### config.mk
export PLATFORM = sky130hd
export DESIGN_NAME = cv32e40p_trace_fifo
export DESIGN_NICKNAME = d
export VERILOG_FILES = /design/src/rtl/cv32e40p_trace_pkg.sv /design/src/rtl/cv32e40p_trace_compactor.sv /design/src/rtl/cv32e40p_trace_fifo.sv
export SDC_FILE = /design/constraint.sdc
export NUM_CORES = 2
export LEC_CHECK = 0
export BUFFER_PORTS_ARGS = -buffer_cell sky130_fd_sc_hd__buf_2
export CAP_MARGIN = 25
export CORE_MARGIN = 5
export CORE_UTILIZATION = 40
export CTS_CLUSTER_DIAMETER = 80
export DETAILED_ROUTE_END_ITERATION = 12
export GPL_TIMING_DRIVEN = 0
export PLACE_DENSITY = 0.55
export SLEW_MARGIN = 20
export SYNTH_ARGS = -nofsm -noshare
export SYNTH_HDL_FRONTEND = slang
export SYNTH_SLANG_ARGS = --single-unit
### constraint.sdc
create_clock -name clk_i -period 32.8 [get_ports clk_i]
set_input_delay 0 -clock clk_i [delete_from_list [all_inputs] [get_ports clk_i]]
set_output_delay 0 -clock clk_i [all_outputs]
set_load 0.01 [all_outputs]
### src/rtl/cv32e40p_trace_pkg.sv
// Shared types for the retirement-trace buffer: the trace entry layout
// and the overflow policy encodings.
package cv32e40p_trace_pkg;

    // Width of the per-entry sequence number carried in trace_entry_t.
    localparam int SEQ_W = 16;

    // Overflow policy encodings.
    localparam int OVF_STALL = 0;
    localparam int OVF_DROP  = 1;

    // One retired instruction as seen by the trace sink.
    typedef struct packed {
        logic [SEQ_W-1:0] seq;
        logic             lost;
        logic [31:0]      pc;
        logic [31:0]      instr;
        logic             rd_we;
        logic [5:0]       rd_addr;
        logic [31:0]      rd_wdata;
    } trace_entry_t;

    localparam int ENTRY_W = $bits(trace_entry_t);

endpackage

### src/rtl/cv32e40p_trace_compactor.sv
// Combinational retire compactor: maps the valid channels of a cycle onto
// consecutive write slots (lowest channel first) and decides how many of
// them fit, given the free space and the overflow policy.
module cv32e40p_trace_compactor
    import cv32e40p_trace_pkg::*;
#(
    parameter  int NUM_CH   = 2,
    parameter  int LVL_W    = 5,
    parameter  int OVF_MODE = OVF_STALL,
    localparam int IDX_W    = (NUM_CH > 1) ? $clog2(NUM_CH) : 1,
    localparam int PC_W     = $clog2(NUM_CH + 1)
) (
    input  logic [NUM_CH-1:0]            ret_valid_i,
    input  logic [LVL_W-1:0]             free_i,
    output logic [NUM_CH-1:0][IDX_W-1:0] sel_o,
    output logic [PC_W-1:0]              push_cnt_o,
    output logic [PC_W-1:0]              drop_cnt_o
);

    logic [NUM_CH-1:0][PC_W-1:0] w_prefix;
    logic [PC_W-1:0]             w_total;

    // Running count of valid channels below each channel, and the total.
    always_comb begin
        w_prefix = '0;
        w_total  = '0;
        for (int ch = 0; ch < NUM_CH; ch++) begin
            w_prefix[ch] = w_total;
            w_total      = w_total + PC_W'(ret_valid_i[ch]);
        end
    end

    // Slot s takes the valid channel that has exactly s valid channels below it.
    always_comb begin
        sel_o = '0;
        for (int s = 0; s < NUM_CH; s++) begin
            for (int ch = 0; ch < NUM_CH; ch++) begin
                if (ret_valid_i[ch] && (w_prefix[ch] == PC_W'(s))) begin
                    sel_o[s] = IDX_W'(ch);
                end
            end
        end
    end

    // STALL accepts all or nothing; DROP keeps the oldest channels that fit.
    always_comb begin
        push_cnt_o = '0;
        drop_cnt_o = '0;
        if (OVF_MODE == OVF_DROP) begin
            if (LVL_W'(w_total) <= free_i) begin
                push_cnt_o = w_total;
            end else begin
                push_cnt_o = PC_W'(free_i);
            end
            drop_cnt_o = w_total - push_cnt_o;
        end else begin
            if (free_i >= LVL_W'(NUM_CH)) begin
                push_cnt_o = w_total;
            end
        end
    end

endmodule

### src/rtl/cv32e40p_trace_fifo.sv
// Retirement-trace buffer: captures up to NUM_CH retired instructions per
// cycle into a circular buffer and drains them one entry per cycle.
// Output handshake: an entry transfers on a cycle where out_valid_o and
// out_ready_i are both high; out_valid_o never depends on out_ready_i, and
// ret_ready_o depends only on the registered level.
module cv32e40p_trace_fifo
    import cv32e40p_trace_pkg::*;
#(
    parameter  int NUM_CH   = 2,
    parameter  int DEPTH    = 16,
    parameter  int SEQ_W    = cv32e40p_trace_pkg::SEQ_W,
    parameter  int CNT_W    = 16,
    parameter  int OVF_MODE = OVF_STALL,
    localparam int LVL_W    = $clog2(DEPTH) + 1,
    localparam int PTR_W    = $clog2(DEPTH),
    localparam int IDX_W    = (NUM_CH > 1) ? $clog2(NUM_CH) : 1,
    localparam int PC_W     = $clog2(NUM_CH + 1)
) (
    input  logic                     clk_i,
    input  logic                     rst_i,
    input  logic                     enable_i,
    input  logic                     flush_i,
    input  logic [NUM_CH-1:0]        ret_valid_i,
    input  logic [NUM_CH-1:0][31:0]  ret_pc_i,
    input  logic [NUM_CH-1:0][31:0]  ret_instr_i,
    input  logic [NUM_CH-1:0]        ret_rd_we_i,
    input  logic [NUM_CH-1:0][5:0]   ret_rd_addr_i,
    input  logic [NUM_CH-1:0][31:0]  ret_rd_wdata_i,
    output logic                     ret_ready_o,
    output logic                     out_valid_o,
    input  logic                     out_ready_i,
    output trace_entry_t             out_entry_o,
    output logic [LVL_W-1:0]         level_o,
    output logic                     overflow_o,
    output logic [CNT_W-1:0]         drop_cnt_o
);

    trace_entry_t            r_mem [DEPTH];
    logic [PTR_W-1:0]        r_wr_ptr;
    logic [PTR_W-1:0]        r_rd_ptr;
    logic [LVL_W-1:0]        r_level;
    logic [SEQ_W-1:0]        r_seq;
    logic                    r_lost;
    logic                    r_overflow;
    logic [CNT_W-1:0]        r_drop_cnt;

    logic [LVL_W-1:0]               w_free;
    logic [NUM_CH-1:0]              w_valid;
    logic                           w_pop;
    logic [NUM_CH-1:0][IDX_W-1:0]   w_sel;
    logic [PC_W-1:0]                w_push;
    logic [PC_W-1:0]                w_drop;
    logic [CNT_W:0]                 w_cnt_sum;
    trace_entry_t                   w_slot [NUM_CH];

    // Free space comes from the registered level, so a same-cycle pop never adds room.
    assign w_free  = LVL_W'(DEPTH) - r_level;
    // Disabled or flushed cycles see no retires at all.
    assign w_valid = (enable_i && !flush_i) ? ret_valid_i : '0;
    assign w_pop   = (r_level != '0) && out_ready_i && !flush_i;

    cv32e40p_trace_compactor #(
        .NUM_CH   (NUM_CH),
        .LVL_W    (LVL_W),
        .OVF_MODE (OVF_MODE)
    ) u_compactor (
        .ret_valid_i (w_valid),
        .free_i      (w_free),
        .sel_o       (w_sel),
        .push_cnt_o  (w_push),
        .drop_cnt_o  (w_drop)
    );

    // Build the entry for each write slot; only the first stored entry can carry lost.
    always_comb begin
        for (int s = 0; s < NUM_CH; s++) begin
            w_slot[s]          = '0;
            w_slot[s].seq      = r_seq + SEQ_W'(s);
            w_slot[s].lost     = (s == 0) ? r_lost : 1'b0;
            w_slot[s].pc       = ret_pc_i[w_sel[s]];
            w_slot[s].instr    = ret_instr_i[w_sel[s]];
            w_slot[s].rd_we    = ret_rd_we_i[w_sel[s]];
            w_slot[s].rd_addr  = ret_rd_addr_i[w_sel[s]];
            w_slot[s].rd_wdata = ret_rd_wdata_i[w_sel[s]];
        end
    end

    assign w_cnt_sum = {1'b0, r_drop_cnt} + (CNT_W+1)'(w_drop);

    // Storage write: only slots below the push count are written, so idle channels never land in memory.
    always_ff @(posedge clk_i) begin
        for (int s = 0; s < NUM_CH; s++) begin
            if (PC_W'(s) < w_push) begin
                r_mem[r_wr_ptr + PTR_W'(s)] <= w_slot[s];
            end
        end
    end

    // Pointers, level, sequence, lost flag and loss counters.
    always_ff @(posedge clk_i or posedge rst_i) begin
        if (rst_i) begin
            r_wr_ptr   <= '0;
            r_rd_ptr   <= '0;
            r_level    <= '0;
            r_seq      <= '0;
            r_lost     <= 1'b0;
            r_overflow <= 1'b0;
            r_drop_cnt <= '0;
        end else if (flush_i) begin
            r_wr_ptr   <= '0;
            r_rd_ptr   <= '0;
            r_level    <= '0;
            r_lost     <= 1'b0;
            r_overflow <= 1'b0;
            r_drop_cnt <= '0;
        end else begin
            r_wr_ptr <= r_wr_ptr + PTR_W'(w_push);
            r_rd_ptr <= r_rd_ptr + PTR_W'(w_pop);
            r_level  <= r_level + LVL_W'(w_push) - LVL_W'(w_pop);
            r_seq    <= r_seq + SEQ_W'(w_push) + SEQ_W'(w_drop);
            if (w_drop != '0) begin
                r_lost     <= 1'b1;
                r_overflow <= 1'b1;
                r_drop_cnt <= w_cnt_sum[CNT_W] ? '1 : w_cnt_sum[CNT_W-1:0];
            end else if (w_push != '0) begin
                r_lost <= 1'b0;
            end
        end
    end

    assign ret_ready_o = (OVF_MODE == OVF_DROP) ? 1'b1 : (w_free >= LVL_W'(NUM_CH));
    assign out_valid_o = (r_level != '0);
    assign out_entry_o = r_mem[r_rd_ptr];
    assign level_o     = r_level;
    assign overflow_o  = r_overflow;
    assign drop_cnt_o  = r_drop_cnt;

endmodule

* Yosys cells after proc, flatten, opt, wreduce, memory -nomap -nowiden
Memories as Yosys holds them, arrays and structs flattened.
Cells that the tools add are included.
** Storage, ports and cells
- Flip-flop bits (word level) :: 30
- Memory bits (writable) :: 1920
- Output and inout bits :: 144
- Word-level logic and storage cells :: 63
- Memories :: 1
** Memory list
- r_mem :: depth 16, bits a word 120, rd ports 1, clocked after memory_dff 0, write ports 2, RTL line cv32e40p_trace_fifo.sv:38 : trace_entry_t r_mem [DEPTH];
** Cells by class
- Add/sub/neg operators :: 9
- Order comparisons :: 5
- Multiplexer cells :: 33
- Reduce and logical (&&, ||, !) cells :: 10
** Operators with widths (number)
- $mux 32 :: 12
- $mux 6 :: 4
- $add 16x1->16 const B :: 1
- $add 16x2->16 :: 1
- $mux 1 :: 12
- $mux 4 :: 2
- $add 5x2->5 :: 1
- $ge 5x2->1 const B :: 1
- $logic_and 1x1->1 :: 5
- $mux 5 :: 1
- $reduce_bool 5->1 :: 1
- $sub 5x1->5 :: 1
- $sub 5x5->5 const A :: 1
- $add 4x1->4 :: 1
- $add 4x1->4 const B :: 1
- $add 4x2->4 :: 1
- $lt 1x2->1 const A :: 2
- $lt 1x2->1 const B :: 2
- $mux 2 :: 2
- $reduce_bool 2->1 :: 2
- $add 1x1->2 :: 1
- $logic_not 2->1 :: 1
- $logic_not 1->1 :: 1

* Logic depth before layout (Yosys ltp)
- Word-level depth :: 8
- Depth in mapped cells :: 18
- Mapped depth without buffers :: 16

* Modules after synthesis
A second synthesis with hierarchy kept.
** Unflattened totals
- Cell total of the unflattened synthesis :: 6378
- Area, all modules :: 94169.1 um2
** By module, submodules not included
- cv32e40p_trace_fifo :: instances 1, cells an instance 6369, area each 94099.0 um2
- cv32e40p_trace_compactor :: instances 1, cells an instance 9, area each 70.1 um2

* Worst setup path before layout
No wires, ideal clock.
- Kind :: register to register
- Start point :: register r_level[2] (netlist: level_o[2])
- End point :: memory r_mem[8][0] (netlist name) (enable)
- Arrival time :: 10.409 ns
- Required time :: 32.039 ns
- Setup slack :: 21.630 ns
- Cell stages (with the launch flop) :: 13
- Path buffers :: 4
- Clock period less this slack :: 11.170 ns
- Cell sequence :: dfrtp_1 -> inv_1 -> ha_1 -> and2_1 -> ha_1 -> o2111a_1 -> buf_6 -> inv_4 -> buf_6 -> buf_2 -> buf_2 -> nand2_1 -> o21ai_0
** RTL lines
- start, declared :: RTL line cv32e40p_trace_fifo.sv:41 : logic [LVL_W-1:0] r_level;
- start signal, assigned :: RTL line cv32e40p_trace_fifo.sv:119 : r_level <= r_level + LVL_W'(w_push) - LVL_W'(w_pop);
- end, declared :: RTL line cv32e40p_trace_fifo.sv:38

==> flow_metrics.env <==
export IMPL_status="finished clean"
export IMPL_grt_remaining_overflow=0
export IMPL_drc=0
export IMPL_fp_row_count=181
export IMPL_synth_distinct_cells=44
export IMPL_core_um2=243000
export IMPL_critical_path_top_delay_family="buffers and inverters"
export IMPL_period_share=0.168
export IMPL_pwr_share_comb=0.189
export IMPL_ff2ff_setup_slack_ns=27.97
export IMPL_nets=7385
export IMPL_cts_tree="built"
export IMPL_path_buf_inv=8
export IMPL_hpwl_um=222000
export IMPL_viasPerCell=5.80
export IMPL_tns_ns=0
export IMPL_slowest_stage="buf_2"
export IMPL_syn_area_um2=97600
export IMPL_synthTopCellsByArea="edfxtp_1 59%, mux2i_1 19%, mux4_2 11%, a22oi_1 1.8%, xnor2_1 1.8%"
export IMPL_cp_slowest_stage_delay_ns=0.92
export IMPL_ctsHoldBuffers=416
export IMPL_power_switching_mw=1.74
export IMPL_via_count=61100
export IMPL_vdd_drop_max_mv=0.0502
export IMPL_multiInputGateArea_um2=36600
export IMPL_power_internal_mw=4.59
export IMPL_post_cts_resized=0
export IMPL_holdPathStages=4
export IMPL_synth_seq_cells=1933
export IMPL_yosysTopAreaCell="edfxtp_1"
export IMPL_start_kind="input port"
export IMPL_design_power_total_mw=6.34
export IMPL_grt_max_degree=25
export IMPL_rsz0062_at_grt="no"
export IMPL_wl_per_cell_um=30.6
export IMPL_crit_path_cell_trace="dlygate4sd3_1 > buf_2 > clkbuf_1 > nand3b_1 > ha_1 > clkbuf_1 > buf_2 > buf_2 > mux2i_1 > dlygate4sd3_1 > mux2i_1 > dlygate4sd3_1"
export IMPL_postCtsSetupBuffers=0
export IMPL_design_area_um2=118000
export IMPL_finalHoldViolations=0
export IMPL_path_max_fanout=10
export IMPL_p_sw_frac=0.275
export IMPL_end_kind="flop"
export IMPL_syn2layout_area_growth_pct=20.8
export IMPL_port_buffers=338
export IMPL_clock_latency_ns=0.88
export IMPL_p_leak_nw=48.4
export IMPL_max_freq_ghz=0.181
export IMPL_drv_cap=0
export IMPL_setup_violations=0
export IMPL_synth_top_area_share=0.586
export IMPL_drtAntennaViolNets=0
export IMPL_htreeDepth=4
export IMPL_cts_path_max_buffers=3
export IMPL_grt_pass1_wl_um=463000
export IMPL_hp_class="input port to flop"
export IMPL_endpoint="r_mem[0][84]"
export IMPL_track_usage=0.250
export IMPL_clkPwrFrac=0.368
export IMPL_root_buffer="clkbuf_16"
export IMPL_finalMaxSlewViolations=0
export IMPL_ys_warn_count=0
export IMPL_required_ns=33.39
export IMPL_reg2regPathDepth=13
export IMPL_period_needed_ns=5.52
export IMPL_layout_commonest_cell="edfxtp_1"
export IMPL_postSynthCellCount=6011
export IMPL_dpl_cell_area_um2=107000
export IMPL_antenna_found_initial=31
export IMPL_slew_headroom=0.237
export IMPL_crit_arrival_ns=6.11
export IMPL_cts_clk_slew_worst_paths_ns=0.06
export IMPL_drt_total_wl_um=323000
export IMPL_start_util=0.402
export IMPL_finalClockSkew_ns=0.0478
export IMPL_fillers=20800
export IMPL_first_iter_violations=6015
export IMPL_gp_congestion=0.816
export IMPL_ff_latch_area_um2=57900
export IMPL_ios=357
export IMPL_clock_sinks=1933
export IMPL_dr_pass1_iters=6
export IMPL_tightest_slew_ns=1.15
export IMPL_avgSynthCellArea_um2=16.2
export IMPL_pwr_share_seq=0.444
export IMPL_worstSetupPathType="input port to flop"
export IMPL_cts_buffers=216
export IMPL_synth_seq_area_share=0.593
export IMPL_power_density_nw_per_um2=53.8
export IMPL_die_h_um=504
export IMPL_worstReg2RegStart="level_o[2]"
export IMPL_fp_dieArea_um2=254000
export IMPL_worst_path_stages=12
export IMPL_fp_dieW_um=504
export IMPL_startpoint="flush_i"
export IMPL_grt_pass1_vias=63700
export IMPL_mostFrequentLayoutCells="1904 x edfxtp_1, 1854 x mux2i_1, 588 x buf_2"
export IMPL_rr_endpoint="r_mem[3][96]"
export IMPL_drive_above_1_share=0.222
metal layers:
layer,track usage,part of all wire,vias to the layer above
met1,0.348,0.43,32000
li1,-,-,26200
met2,0.397,0.47,2418
met3,0.0412,0.070,495
met4,0.0884,0.038,4
met5,0,0.000080,-
cells in the mapped netlist (all sizes together):
master and n:
nor3b 3, fa 3, ha 19, nor4 33
a21oi 4, xnor2 204, nor2b 14, and4 1
or3 2, nor3 20, mux4 476, nand3 153
buf 344, or2 1, or3b 1, o21ai 6
conb 1, o31a 2, and2 3, nand2b 4
mux2 50, nand4 50, o21bai 1, xor2 27
nand2 137, mux2i 1854, and3b 1, nand3b 3
a21o 1, o2111a 1, and3 5, clkbuf 356
nor2 41, a22oi 238, inv 19, dfrtp 29
edfxtp 1904
metrics by stage:
stage	setup WS (ns)	util	instances	hold slack, ns
floorplan	21.63	-	6028	0.0781
global placement	8.16	0.425	9568	0.454
detailed placement	27.37	0.440	9715	-0.0899
CTS	27.32	0.485	10500	0.0338
global route	27.20	0.485	10500	0.139
finish	27.28	0.485	10500	0.0900
power groups by stage:
| stage | Clock (mW) | Sequential [mW] | Combinational (mW) |
|---|---|---|---|
| after global routing | 2.47 | 2.81 | 1.28 |
| after floorplan | 0 | 2.88 | 0.725 |
| after detailed placement | 0 | 2.86 | 1.15 |
| final | 2.33 | 2.81 | 1.20 |
| after global placement | 0 | 2.90 | 1.10 |
| after CTS | 2.37 | 2.81 | 1.20 |
state kept, by name, summed over array words and instances, names as in the netlist:
register	flops
level_o	5
r_seq	16
r_mem	1904
r_rd_ptr	4
r_wr_ptr	4
kinds of logic (layout without fill, tap and decap cells):
kind of cell	after synthesis	in the layout	synth area share
compound gates	253	253	0.0193
xor+xnor	231	231	0.0207
fa+ha+maj	22	22	0.00305
buf+inv	719	2022	0.0340
flops	1933	1933	0.593
mux	2380	2380	0.306
other cells	1	31	0.0000384
simple gates	472	472	0.0238
worst min-delay path by stage:
stage	start	endpoint
5_1_grt	rst_i	level_o[4]
2_1_floorplan	rst_i	level_o[0]
4_1_cts	flush_i	r_seq[2]
3_3_place_gp	flush_i	r_seq[2]
3_5_place_dp	rst_i	level_o[0]
6_report	flush_i	r_seq[2]
worst reg2reg max path, delay by kind of cell, from the launching register on:
kind	cells	cell delay [ns]
buffers and inverters	7	2.91
adders and majority gates	2	0.48
DFF	1	0.47
AOI/OAI and AO/OA	1	0.33
and+or+nand+nor	2	0.22
muxes	1	0.15
cell type report:
cell class              count  share of cell area
inverters                  19            0.000626
clock inverters           110             0.00721
diodes                     13            0.000276
repair buffers            904              0.0795
well taps                3202              0.0340
multi-input cells        3376               0.310
plain buffers             700              0.0277
flip-flops and latches   1933               0.491
clock buffers             289              0.0491
Power figures use the tool's default switching activity.
